$ cat src/rtl/cbus_arbiter_if.sv
// -----------------------------------------------------------------------------
// cbus_pkg / cbus_arbiter_if
//
// Purpose : Cache-bus (cbus) request/response types plus the interface that
//           bundles the NUM_MASTERS request ports, their response ports and
//           the single downstream port of cbus_arbiter.
//
// Interface signals:
//   ireqs  [NUM_MASTERS]  cbus_req_t   per-master requests (masters -> arbiter)
//   oresps [NUM_MASTERS]  cbus_resp_t  per-master responses (arbiter -> masters)
//   oreq                  cbus_req_t   request toward memory / AXI bridge
//   oresp                 cbus_resp_t  response from memory / AXI bridge
//
// Modports:
//   slave  : the arbiter's view (consumes ireqs/oresp, drives oresps/oreq)
//   master : the environment's view (caches + memory side together)
// -----------------------------------------------------------------------------
package cbus_pkg;

  typedef struct packed {
    logic        valid;
    logic        is_write;
    logic [1:0]  size;     // log2 of bytes per beat
    logic [31:0] addr;
    logic [3:0]  strobe;
    logic [31:0] data;
    logic [3:0]  len;      // beats - 1
    logic [1:0]  burst;
  } cbus_req_t;

  typedef struct packed {
    logic        ready;
    logic        last;
    logic [31:0] data;
  } cbus_resp_t;

endpackage

interface cbus_arbiter_if #(
  parameter int NUM_MASTERS = 2
);
  import cbus_pkg::*;

  cbus_req_t  ireqs  [NUM_MASTERS];
  cbus_resp_t oresps [NUM_MASTERS];
  cbus_req_t  oreq;
  cbus_resp_t oresp;

  modport slave  (input  ireqs, input  oresp, output oresps, output oreq);
  modport master (output ireqs, output oresp, input  oresps, input  oreq);

endinterface

$ cat src/rtl/cbus_arbiter.sv
// -----------------------------------------------------------------------------
// cbus_arbiter
//
// Purpose : Multiplexes the cbus requests of NUM_MASTERS cache masters onto the
//           single cbus port toward memory. One master is granted per
//           transaction and the grant is held until the memory side returns a
//           beat with ready && last. Responses go only to the granted master.
//
// Ports:
//   clk    in   system clock, all state on the rising edge
//   reset  in   synchronous, active-high reset
//   bus    slave modport of cbus_arbiter_if (ireqs, oresps, oreq, oresp)
//
// Parameters:
//   NUM_MASTERS  number of request ports (2..8), index 0 = highest priority
//   IDX_W        grant index width, derived
//
// Build option:
//   CBUS_ARB_RR_EN  when defined, round-robin arbitration starting at rr_ptr;
//                   otherwise fixed priority (lowest index wins) and no
//                   rr_ptr register exists.
// -----------------------------------------------------------------------------
module cbus_arbiter
  import cbus_pkg::*;
#(
  parameter  int NUM_MASTERS = 2,
  localparam int IDX_W       = $clog2(NUM_MASTERS)
) (
  input logic           clk,
  input logic           reset,
  cbus_arbiter_if.slave bus
);

  typedef enum logic {
    IDLE = 1'b0,
    BUSY = 1'b1
  } state_t;

  state_t           state_q;
  logic [IDX_W-1:0] index_q;
  logic [IDX_W-1:0] winner;
  logic             any_valid;

`ifdef CBUS_ARB_RR_EN
  logic [IDX_W-1:0] rr_ptr_q;
`endif

  // Winner selection. Scanning from the lowest-priority candidate down to the
  // highest lets the last hit overwrite earlier ones, so the loop needs no
  // break and maps to a plain priority mux.
  always_comb begin
    // NOTE: every always_comb output gets a default first so no path leaves it
    // unassigned; an unassigned path would infer a latch.
    winner    = '0;
    any_valid = 1'b0;
`ifdef CBUS_ARB_RR_EN
    for (int i = NUM_MASTERS - 1; i >= 0; i--) begin
      if (bus.ireqs[(int'(rr_ptr_q) + i) % NUM_MASTERS].valid) begin
        winner    = IDX_W'((int'(rr_ptr_q) + i) % NUM_MASTERS);
        any_valid = 1'b1;
      end
    end
`else
    for (int i = NUM_MASTERS - 1; i >= 0; i--) begin
      if (bus.ireqs[i].valid) begin
        winner    = IDX_W'(i);
        any_valid = 1'b1;
      end
    end
`endif
  end

  // Grant FSM. The arbitration result only takes effect through index_q and
  // state_q, so a request is visible on oreq exactly one cycle after it first
  // shows up and nothing in ireqs can change the grant within a cycle.
  always_ff @(posedge clk) begin
    // NOTE: sequential state uses non-blocking assignments so every register
    // samples the pre-edge values, independent of statement order.
    if (reset) begin
      state_q  <= IDLE;
      index_q  <= '0;
`ifdef CBUS_ARB_RR_EN
      rr_ptr_q <= '0;
`endif
    end else begin
      case (state_q)
        IDLE: begin
          if (any_valid) begin
            state_q  <= BUSY;
            index_q  <= winner;
`ifdef CBUS_ARB_RR_EN
            rr_ptr_q <= (winner == IDX_W'(NUM_MASTERS - 1)) ? '0 : winner + 1'b1;
`endif
          end
        end
        BUSY: begin
          // Only the final handshake releases the lock; requests from other
          // ports wait for the next IDLE cycle.
          if (bus.oresp.ready && bus.oresp.last) begin
            state_q <= IDLE;
          end
        end
        default: state_q <= IDLE;
      endcase
    end
  end

  // Datapath: pure pass-through steered by the registered grant. In IDLE
  // everything is forced to zero, so a stray memory response never reaches
  // a master.
  always_comb begin
    bus.oreq = '0;
    for (int k = 0; k < NUM_MASTERS; k++) begin
      bus.oresps[k] = '0;
    end
    if (state_q == BUSY) begin
      bus.oreq            = bus.ireqs[index_q];
      bus.oresps[index_q] = bus.oresp;
    end
  end

endmodule

$ cat src/flat_wrapper.sv
// flat-port wrapper written by rule: the top's interface ports become plain ports
module cbus_arbiter_flat import cbus_pkg::*;
#(
  parameter  int NUM_MASTERS = 2,
  localparam int IDX_W       = $clog2(NUM_MASTERS)
)
  (clk, reset, bus_ireqs, bus_oresp, bus_oresps, bus_oreq);
  cbus_arbiter_if #(.NUM_MASTERS(NUM_MASTERS)) bus_i ();
  input logic clk;
  input logic reset;
  input wire logic [$bits(bus_i.ireqs)-1:0] bus_ireqs;
  input wire logic [$bits(bus_i.oresp)-1:0] bus_oresp;
  output wire logic [$bits(bus_i.oresps)-1:0] bus_oresps;
  output wire logic [$bits(bus_i.oreq)-1:0] bus_oreq;
  assign bus_i.ireqs = {>>{bus_ireqs}};
  assign bus_i.oresp = bus_oresp;
  assign bus_oresps = {>>{bus_i.oresps}};
  assign bus_oreq = bus_i.oreq;
  cbus_arbiter #(.NUM_MASTERS(NUM_MASTERS)) u_core (.clk(clk), .reset(reset), .bus(bus_i));
endmodule
$ cat config.mk
export PLATFORM = sky130hd
export DESIGN_NAME = cbus_arbiter_flat
export DESIGN_NICKNAME = d
export VERILOG_FILES = /design/src/rtl/cbus_arbiter_if.sv /design/src/rtl/cbus_arbiter.sv /design/src/flat_wrapper.sv
export SDC_FILE = /design/constraint.sdc
export NUM_CORES = 1
export LEC_CHECK = 0
export ABC_AREA = 0
export BUFFER_PORTS_ARGS = -buffer_cell sky130_fd_sc_hd__clkbuf_2
export CORE_AREA = 3 3 132 134
export DETAILED_ROUTE_END_ITERATION = 8
export DIE_AREA = 0 0 135 137
export SLEW_MARGIN = 20
export SYNTH_ARGS = -nofsm -noshare
export SYNTH_HDL_FRONTEND = slang
export SYNTH_SLANG_ARGS = --single-unit
$ cat constraint.sdc
create_clock -name clk -period 1.26 [get_ports clk]
set_input_delay 0.252 -clock clk [delete_from_list [all_inputs] [get_ports clk]]
set_output_delay 0.252 -clock clk [all_outputs]
set_load 0.02 [all_outputs]
* Word level (Yosys, flattened, before mapping)
Cells that the tools add are included.
** Operators by class
- Bitwise logic cells :: 3
- Reductions and logical operators :: 3
- Magnitude comparators :: 2
- Mux-type cells :: 13
** Operator list (count)
- two-way mux 78 bit :: 4
- bitwise AND 68 bit :: 1
- two-way mux 68 bit :: 1
- demux 34 bit (select 1 bit) :: 1
- two-way mux 34 bit :: 1
- two-way mux 1 bit :: 5
- >= comparator 2 bit (second input constant) :: 1
- logical AND 1 bit :: 2
- less-than comparator 2 x 1 -> 1 bit (second input constant) :: 1
- inverter 1 -> 2 bit :: 1
- one-hot mux 1 bit (2 select lines) :: 1
- AND reduction 2 bit :: 1
- inverter 1 bit :: 1
** Word-level totals
- Input port bits :: 192
- Output and inout bits :: 146
- Word-level logic and storage cells :: 23
- Bits in registers :: 2

* Longest topological paths before layout
Gate-level depths: netlist of run 1.
- Word-level depth :: 7
- Gate-level depth with buffers :: 5
- Mapped depth without buffers :: 2

* Worst setup path before layout of run 1
No wires, ideal clock.
- Path kind :: reg2out
- Start :: reg u_core.index_q
- End :: out bus_oreq[41]
- Arrival :: 1106 ps
- Buffers on the path :: 3
- Required time :: 1008 ps
- Setup slack :: -98 ps
- Stages on the path, launching flop included :: 6
- Cell sequence :: dfxtp_1 -> buf_4 -> buf_8 -> buf_12 -> mux2i_1 -> nor2_1
** Between the ends
- Word-level cells in the longest chain between the ends :: 5
** RTL lines
- from (decl) :: line cbus_arbiter.sv:40 : logic [IDX_W-1:0] index_q;
- from (signal assigned) :: line cbus_arbiter.sv:90 : index_q <= winner;
- inverter 1 -> 2 bit (implied by the code) :: line cbus_arbiter.sv:117 : bus.oreq = bus.ireqs[index_q];
- two-way mux 78 bit (implied by the code) (3 in a row) :: line cbus_arbiter.sv:117
- two-way mux 78 bit :: line cbus_arbiter.sv:116 : if (state_q == BUSY) begin
- to (decl) :: line flat_wrapper.sv:14 : output wire logic [$bits(bus_i.oreq)-1:0] bus_oreq;
No other way between the ends. The select of a mux whose other input is x is not followed.

* Final worst setup path of run 1
- Start :: reg u_core.index_q
- End :: out bus_oreq[46]
The elaborated chain is that of the path after synthesis.

==> impl_metrics.csv, run 1 <==
group,metric,value,unit
outcome,status,"finished with violations",
outcome,violations,"setup timing",
place,placedInstanceArea,0.00413,mm2
clock_tree,cts_tree,"done",
yosys,yosys_most_used_dff,"dfxtp_1",
worst_setup_path,critPathKind,"reg2out",
yosys,synth.cell_area,0.00180,mm2
routing,dr.pass1.iters,4,
worst_setup_path,reg2reg_slack,0.11,ns
timing,slew_headroom,0.840,
final_layout,fillers,1683,
timing,grt_setup_unrepaired,"true",
final_layout,drive_gt1_frac,0.872,
floorplan,ioPinCount,338,
place,preCtsSetupSlack,-0.245,ns
power,p_sw_frac,0.420,
timing,fin_skew,0.00472,ns
yosys,synth_edf_count,0,
final_layout,stdcell_area,0.00528,mm2
place,dp_hpwl,9.01,mm
final_layout,final_util,0.322,
floorplan,die_width,135,um
power,power.density,537,mW/mm2
hold_path,hold_path.class,"in2reg",
timing,fin_crit_sh,1.29,
global_routing,met3_usage,0.0206,
clock_tree,cts_buffer_depth,2,
timing,worst_pin_slew,0.238,ns
run,maxCapViolations,0,
clock_tree,clockRootBuffer,"clkbuf_16",
global_routing,track_usage,0.103,
yosys,syn_nets,454,
routing,vias_per_cell,3.87,
final_layout,syn_to_final_growth,194,%
floorplan,dieHeight,137,um
floorplan,dieArea,0.0185,mm2
routing,drc,0,
yosys,syn_avg_cell_area,6.86,um2
power,p_leak,0.00272,uW
timing,period_minus_slack,1.62,ns
yosys,yosysSeqAreaShare,0.0223,
clock_tree,clock_sinks,2,
global_routing,grt_max_degree,34,
worst_setup_path,cp-end-kind,"output pin",
final_layout,diodes,0,
yosys,synth-xor-area-share,0,
global_routing,antenna_found_initial,0,
clock_tree,cts.clk_slew.worst_paths,0.03,ns
worst_setup_path,reg2regPathDepth,5,
power,p_total,2830,uW
power,seq_power_share,0.027,
worst_setup_path,cp.arrival,1.37,ns
timing,fmax,617,MHz
power,power.net_switching,1190,uW
routing,drt_iter0_drc,78,
final_layout,final_nets,812,
yosys,synth_top_family_by_area,"multiplexers",
routing,routed_wl,11.6,mm
yosys,synthArstFlopShare,0,
place,globalplace.congestion,0.746,
routing,antenna_left,0,
timing,maxSlewViolCount,0,
floorplan,rows,47,
global_routing,grt.overflow.total,0,
clock_tree,cts_made_buffers,3,
timing,hold_viol,0,
global_routing,met2_usage,0.205,
timing,setup_violations,146,
yosys,postSynthCellCount,262,
yosys,synth_cell_types,20,
yosys,synth-simple-area-share,0.413,
power,p_int,1640,uW
worst_setup_path,required,1.01,ns
floorplan,core-area,0.0164,mm2
clock_tree,htreeDepth,1,
power,p_comb_frac,0.799,
global_routing,grt-busiest-layer,"met2",
global_routing,grt_first_pass_wirelength,15.6,mm
worst_setup_path,cp-start-kind,"flop",
timing,timing.final.ws_setup,-0.360,ns
worst_setup_path,worst-path-max-fanout,12,
routing,via_count,3249,
yosys,synth-adder-area-share,0,
clock_tree,clk_latency,0.22,ns
yosys,synthMuxAreaShare,0.435,
yosys,synth_compound_area_frac,0.0132,
clock_tree,ctsHoldBuffers,0,
hold_path,min_path_cells,2,
global_routing,grt_use_met1,0.117,
yosys,ys_warn_count,0,
yosys,ys_seq_elements,2,
global_routing,grt_pass1_vias,3073,
power,clockPowerShare,0.174,
routing,wl_per_cell,13.8,um
power,peakVddDrop,0.401,mV
place,port_buffers,337,
floorplan,start_util,0.110,
registers in the layout (all words and copies together), names as in the netlist:
register / count
u_core.index_q: 1
u_core.state_q: 1
cells in the final DEF, fill, tap and decap left out, drive strengths merged:
cell	Yosys	layout
buf	13	90
bufbuf	0	2
nor2	80	80
a311oi	1	1
clkbuf	15	293
nor3	1	1
nor2b	1	1
dfxtp	2	2
nand2	1	1
a221oi	1	1
mux2i	78	78
inv	2	2
and3	33	33
and2	33	33
nand2b	1	1
timing repair:
| item | in CTS | in global routing |
|---|---|---|
| setup buffers | 3 | 3 |
| pin swaps | 0 | 3 |
| endpoints found under the setup margin | 146 | 146 |
| resized for setup | 148 | 128 |
| gates cloned | 4 | 0 |
worst paths after layout:
check,endpoint,startpoint
hold / removal,u_core.index_q,reset
hold reg to reg,u_core.state_q,u_core.state_q
setup / recovery,bus_oreq[46],u_core.index_q
setup reg to reg,u_core.index_q,u_core.index_q
layer usage:
| metal | up-vias | part of all wire |
|---|---|---|
| met4 | 0 | 0.0034 |
| met3 | 4 | 0.094 |
| met1 | 1455 | 0.36 |
| met5 | - | 0 |
| met2 | 191 | 0.54 |
| li1 | 1599 | - |
power by group through the flow:
stage          clock, uW  combinational [uW]  sequential [uW]
2_1_floorplan          0                1040             71.8
3_3_place_gp           0                1790             75.0
3_5_place_dp           0                1790             75.6
4_1_cts              503                2120             76.4
5_1_grt              515                2410             76.4
6_report             494                2260             75.3
synth_stat cells (2+ instances only):
| cell | count | area (um2) |
|---|---|---|
| buf_12 | 3 | 60.1 |
| clkbuf_1 | 13 | 48.8 |
| and3_1 | 33 | 206 |
| dfxtp_1 | 2 | 40.0 |
| nor2_1 | 80 | 300 |
| clkbuf_2 | 2 | 10.0 |
| mux2i_1 | 78 | 781 |
| buf_4 | 7 | 52.6 |
| and2_1 | 33 | 206 |
cell type report:
| type | count | area, um2 | share of cell area |
|---|---|---|---|
| timing repair buffer | 381 | 2820 | 0.533 |
| multi-input combinational | 230 | 2040 | 0.387 |
| tap | 220 | 275 | 0.0521 |
| clock buffer | 4 | 78.8 | 0.0149 |
| sequential | 2 | 47.5 | 0.00901 |
| inverter | 2 | 20.0 | 0.00379 |
worst max-delay path: stages, from the launching register on:
cell,delay [ns]
dfxtp_4,0.37
buf_12,0.15
buf_4,0.18
mux2i_4,0.25
nor2_2,0.04
clkbuf_2,0.15
per-stage QoR:
stage	hold slack (ns)	cells	TNS (ns)
6_report	0.209	839	-41.49
2_1_floorplan	0.318	262	-1.06
3_5_place_dp	0.439	825	-9.80
3_3_place_gp	0.443	825	-8.59
5_1_grt	0.217	839	-48.73
4_1_cts	0.206	836	-42.77
cells by family after synthesis:
group | after synthesis
buffers and inverters | 30
flip-flops | 2
AO/OA/AOI/OAI | 2
multiplexers | 78
AND/OR/NAND/NOR | 150
No activity file was read; power rests on OpenSTA's default activity.
==> inputs of run 2 (changes only) <==
Settings changed: ABC_AREA 0 to not set, CORE_AREA 3 3 132 134 to 3 3 131 133, DIE_AREA 0 0 135 137 to 0 0 134 136.
Clock period 1.26 ns to 2 ns, I/O delays scaled along.
==> run 2 against run 1 <==
  * The run now ends clean
  * Clock skew shrank 0.0012 ns
  * Routed wire length shrank 17%
  * Final cell count shrank 4.1%
  * Sequential power shrank 35%
  * Combinational power shrank 56%
  * Core utilization shrank 8.4 points
  * Critical path depth is the same
  * Sequential share of layout area grew 0.25 points
  * Worst hold slack gained 0.14 ns
  * Non-clock buffer count shrank 30
  * Design area shrank 28%
  * First-iteration DRC count shrank 3.8%
  * Critical path type unchanged
  * Largest cell class unchanged
==> impl_metrics.csv, run 2 (same netlist as run 1, synthesis figures left out) <==
group,metric,value,unit
outcome,status,"finished clean",
clock_tree,cts.clk_slew.worst_paths,0.03,ns
run,maxCapViolations,0,
timing,worst_pin_slew,0.291,ns
floorplan,rows,46,
clock_tree,cts_tree,"done",
final_layout,final_nets,782,
global_routing,track_usage,0.0890,
routing,drc,0,
worst_setup_path,reg2reg_slack,0.94,ns
worst_setup_path,reg2regPathDepth,3,
timing,fmax,520,MHz
timing,fin_skew,0.00350,ns
power,power.density,356,mW/mm2
worst_setup_path,cp-end-kind,"output pin",
timing,timing.final.ws_setup,0.0751,ns
timing,fin_crit_sh,0.962,
final_layout,drive_gt1_frac,0.611,
final_layout,syn_to_final_growth,111,%
floorplan,ioPinCount,338,
worst_setup_path,reg2reg_from,"u_core.state_q",
hold_path,hp-start,"reset",
worst_setup_path,rr_endpoint,"u_core.state_q",
clock_tree,clockRootBuffer,"clkbuf_16",
clock_tree,clock_sinks,2,
final_layout,diodes,0,
routing,met2_length,5.06,mm
routing,wl_per_cell,11.9,um
global_routing,grt_max_degree,50,
worst_setup_path,worst-path-max-fanout,19,
routing,dr.max_layer_used,"met4",
timing,maxSlewViolCount,0,
clock_tree,htreeDepth,1,
timing,hold_viol,0,
final_layout,fillers,1808,
global_routing,antenna_found_initial,0,
power,peakVddDrop,0.464,mV
routing,dr.pass1.iters,4,
routing,vias_per_cell,3.78,
clock_tree,ctsHoldBuffers,0,
global_routing,grt_first_pass_wirelength,13.8,mm
place,preCtsSetupSlack,0.288,ns
floorplan,die_width,134,um
timing,hold-worst-slack,0.348,ns
final_layout,final_cell_mix,"clkbuf_2, nor2_1, mux2i_1",
floorplan,start_util,0.113,
final_layout,reg_top3,"u_core.index_q (1), u_core.state_q (1)",
floorplan,core-area,0.0159,mm2
routing,antenna_left,0,
global_routing,grt_pass1_vias,2802,
timing,period_minus_slack,1.92,ns
final_layout,layout_commonest_cell,"clkbuf_2",
timing,grt_setup_unrepaired,"true",
clock_tree,cts_made_buffers,3,
routing,drt_iter0_drc,75,
timing,slew_headroom,0.804,
floorplan,dieArea,0.0182,mm2
place,dp_hpwl,8.40,mm
place,globalplace.congestion,0.803,
routing,routed_wl,9.58,mm
timing,setup_violations,0,
worst_setup_path,required,1.60,ns
power,p_total,1350,uW
worst_setup_path,cp.arrival,1.52,ns
power,p_leak,0.00227,uW
routing,dr_wl_met3,974,um
place,placedInstanceArea,0.00370,mm2
hold_path,holdPathEnd,"u_core.index_q",
worst_setup_path,cp-start-kind,"flop",
clock_tree,cts_buffer_depth,2,
routing,wl_met1,3.52,mm
routing,via_count,3046,
final_layout,stdcell_area,0.00380,mm2
global_routing,grt.overflow.total,0,
floorplan,dieHeight,136,um
hold_path,min_path_cells,2,
place,port_buffers,337,
hold_path,hold_path.class,"in2reg",
worst_setup_path,critPathKind,"reg2out",
clock_tree,clk_latency,0.22,ns
## run 2: what timing repair did
action / 4_1_cts / 5_1_grt
buffers inserted: 0 / 1
resized for setup: 0 / 2
setup endpoints to repair: 0 / 21
hold endpoints to repair: 0 / 0
## run 2: critical path: stages (launching register included)
cell and delay [ns]:
dfxtp_4 0.40, buf_12 0.18, buf_4 0.23, mux2i_2 0.25, nor2_1 0.06, clkbuf_2 0.16
## run 2: worst max path at each step
stage,end,from,depth (start not counted),slack (ns)
after floorplan,bus_oreq[41],u_core.index_q,5,0.49
after global placement,bus_oreq[42],u_core.index_q,5,0.28
after detailed placement,bus_oreq[42],u_core.index_q,5,0.29
after CTS,bus_oreq[42],u_core.index_q,5,0.05
after global routing,bus_oreq[44],u_core.index_q,5,-0.001
final,bus_oreq[40],u_core.index_q,5,0.08
## run 2: where the power goes
group | switching [uW] | internal (uW) | total [uW]
registers | 5.76 | 43.1 | 48.9
clock network | 47.4 | 262 | 310
logic | 566 | 427 | 993
## run 2: stage by stage
stage / instances / utilization / TNS (ns)
after floorplan: 262 / - / 0
after global placement: 800 / 0.232 / 0
after detailed placement: 800 / 0.232 / 0
after CTS: 804 / 0.237 / 0
after global routing: 805 / 0.238 / -0.00127
final: 805 / 0.238 / 0
## run 2: area by class of cell
cell class              instances  area (um2)  share of cell area
clock buffers                   4        78.8              0.0208
inverters                       2        7.51             0.00198
multi-input cells             230        1550               0.409
flip-flops and latches          2        43.8              0.0115
well taps                     216         270              0.0712
repair buffers                351        1840               0.485
## run 2: per-layer routing
layer / GRT usage / up-vias
li1: - / 1538
met1: 0.100 / 1338
met2: 0.176 / 168
met3: 0.0170 / 2
met4: 0.0126 / 0
met5: 0 / -
==> inputs of run 3 (changes only) <==
Settings changed: CORE_AREA 3 3 131 133 to 2 2 130 132, DIE_AREA 0 0 134 136 to 0 0 132 134.
==> run 3 against run 2 <==
  * Non-clock buffer count shrank 8
  * First-iteration DRC count grew 87%
  * Sequential share of layout area is essentially flat
  * Worst hold slack gained 0.013 ns
  * Register-to-register slack lost 0.11 ns
  * Final cell count shrank 0.37%
  * Via count shrank 1.2%
  * Design area shrank 1.6%
  * Power shrank 0.76%
==> impl_metrics.csv, run 3 (same netlist as run 1, synthesis figures left out) <==
group,metric,value,unit
routing,drc,0,
worst_setup_path,cp-end-kind,"output pin",
timing,fmax,520,MHz
place,preCtsSetupSlack,0.310,ns
floorplan,rows,47,
timing,period_minus_slack,1.92,ns
place,placedInstanceArea,0.00364,mm2
final_layout,fillers,1847,
final_layout,regArea,43.8,um2
routing,vias_per_cell,3.75,
timing,hold_viol,0,
place,port_buffers,337,
floorplan,ioPinCount,338,
timing,fin_skew,0.00370,ns
floorplan,dieHeight,134,um
floorplan,core-area,0.0163,mm2
global_routing,track_usage,0.0928,
clock_tree,clk_latency,0.22,ns
clock_tree,htreeDepth,1,
global_routing,antenna_found_initial,0,
power,power.net_switching,626,uW
timing,setup_violations,0,
final_layout,syn_to_final_growth,108,%
clock_tree,cts_tree,"done",
routing,wl_per_cell,12.0,um
power,peakVddDrop,0.325,mV
final_layout,multiInputGateArea,0.00156,mm2
final_layout,final_util,0.229,
final_layout,final_cell_mix,"clkbuf_2, nor2_1, mux2i_1",
worst_setup_path,cp-start-kind,"flop",
worst_setup_path,required,1.60,ns
final_layout,diodes,0,
hold_path,hold_path.class,"in2reg",
routing,via_count,3009,
place,dp_hpwl,8.13,mm
routing,routed_wl,9.59,mm
worst_setup_path,worst-path-max-fanout,54,
place,globalplace.congestion,0.781,
final_layout,stdcell_area,0.00373,mm2
worst_setup_path,critPathKind,"reg2out",
timing,slew_headroom,0.742,
global_routing,grt_first_pass_wirelength,13.8,mm
run,maxCapViolations,0,
clock_tree,cts.clk_slew.worst_paths,0.03,ns
place,dp_cells,797,
power,p_sw_frac,0.467,
routing,drt_iter0_drc,140,
clock_tree,clockRootBuffer,"clkbuf_16",
final_layout,layout.cells.non_filler,802,
clock_tree,cts_made_buffers,3,
power,seq_power_share,0.037,
global_routing,grt.overflow.total,0,
power,power.density,359,mW/mm2
routing,dr.pass1.iters,4,
final_layout,drive_gt1_frac,0.603,
power,p_int,715,uW
final_layout,final_nets,775,
clock_tree,cts_buffer_depth,2,
timing,worst_pin_slew,0.387,ns
timing,maxSlewViolCount,0,
floorplan,dieArea,0.0177,mm2
routing,antenna_left,0,
global_routing,grt_max_degree,60,
timing,timing.final.ws_setup,0.0766,ns
final_layout,reg_top3,"u_core.index_q (1), u_core.state_q (1)",
worst_setup_path,cp.arrival,1.52,ns
clock_tree,cts_setup_buffers,0,
global_routing,grt_pass1_vias,2670,
clock_tree,clock_sinks,2,
final_layout,layout_commonest_cell,"clkbuf_2",
power,p_leak,0.00223,uW
power,clockPowerShare,0.234,
floorplan,start_util,0.110,
outcome,status,"finished clean",
timing,fin_crit_sh,0.962,
floorplan,die_width,132,um
power,p_comb_frac,0.729,
timing,grt_setup_unrepaired,"true",
## run 3: cell types whose count changed in the layout (fill, tap and decap cells not counted), sizes merged
cell	delta
buf	-8
nor2b	+1
## run 3: routing by layer
metal / global-route usage / share of wire / vias to the layer above
met5: 0 / 0 / -
met4: 0.00543 / 0.0018 / 0
met3: 0.0215 / 0.089 / 2
met2: 0.174 / 0.51 / 173
met1: 0.112 / 0.40 / 1307
li1: - / - / 1527
## run 3: worst paths after layout
| path | from | to | slack [ns] | cells after the start |
|---|---|---|---|---|
| max | u_core.index_q | bus_oreq[74] | 0.08 | 4 |
| max reg2reg | u_core.index_q | u_core.index_q | 0.83 | 3 |
| min reg2reg | u_core.state_q | u_core.index_q | 0.62 | 2 |
| min | reset | u_core.index_q | 0.36 | 2 |
## run 3: final cells by class
class | count | share of cell area
timing repair buffer | 343 | 0.474
multi-input combinational | 231 | 0.418
clock buffer | 4 | 0.0211
tap | 220 | 0.0737
sequential | 2 | 0.0117
inverter | 2 | 0.00201
## run 3: worst max-delay path, stage by stage (launching register included)
cell      delay [ns]
dfxtp_4         0.40
buf_12          0.27
mux2i_1         0.36
nor2_1          0.08
clkbuf_2        0.17
## run 3: what timing repair did
action / 4_1_cts / 5_1_grt
hold buffers: 0 / 0
setup endpoints to repair: 0 / 33
endpoints found under the hold margin: 0 / 0
resized for setup: 0 / 1
## run 3: power by group through the flow
stage	clock network, uW	logic (uW)	registers (uW)
6_report	314	977	49.7
3_3_place_gp	0	966	48.2
4_1_cts	318	976	48.0
5_1_grt	326	1050	50.4
2_1_floorplan	0	581	45.2
3_5_place_dp	0	972	48.4
## run 3: metrics by stage
stage | setup TNS (ns) | hold slack (ns) | power [uW]
floorplan | 0 | 0.466 | 626
detailed placement | 0 | 0.586 | 1020
finish | 0 | 0.361 | 1340
global route | -0.00922 | 0.362 | 1430
CTS | 0 | 0.354 | 1340
global placement | 0 | 0.579 | 1010
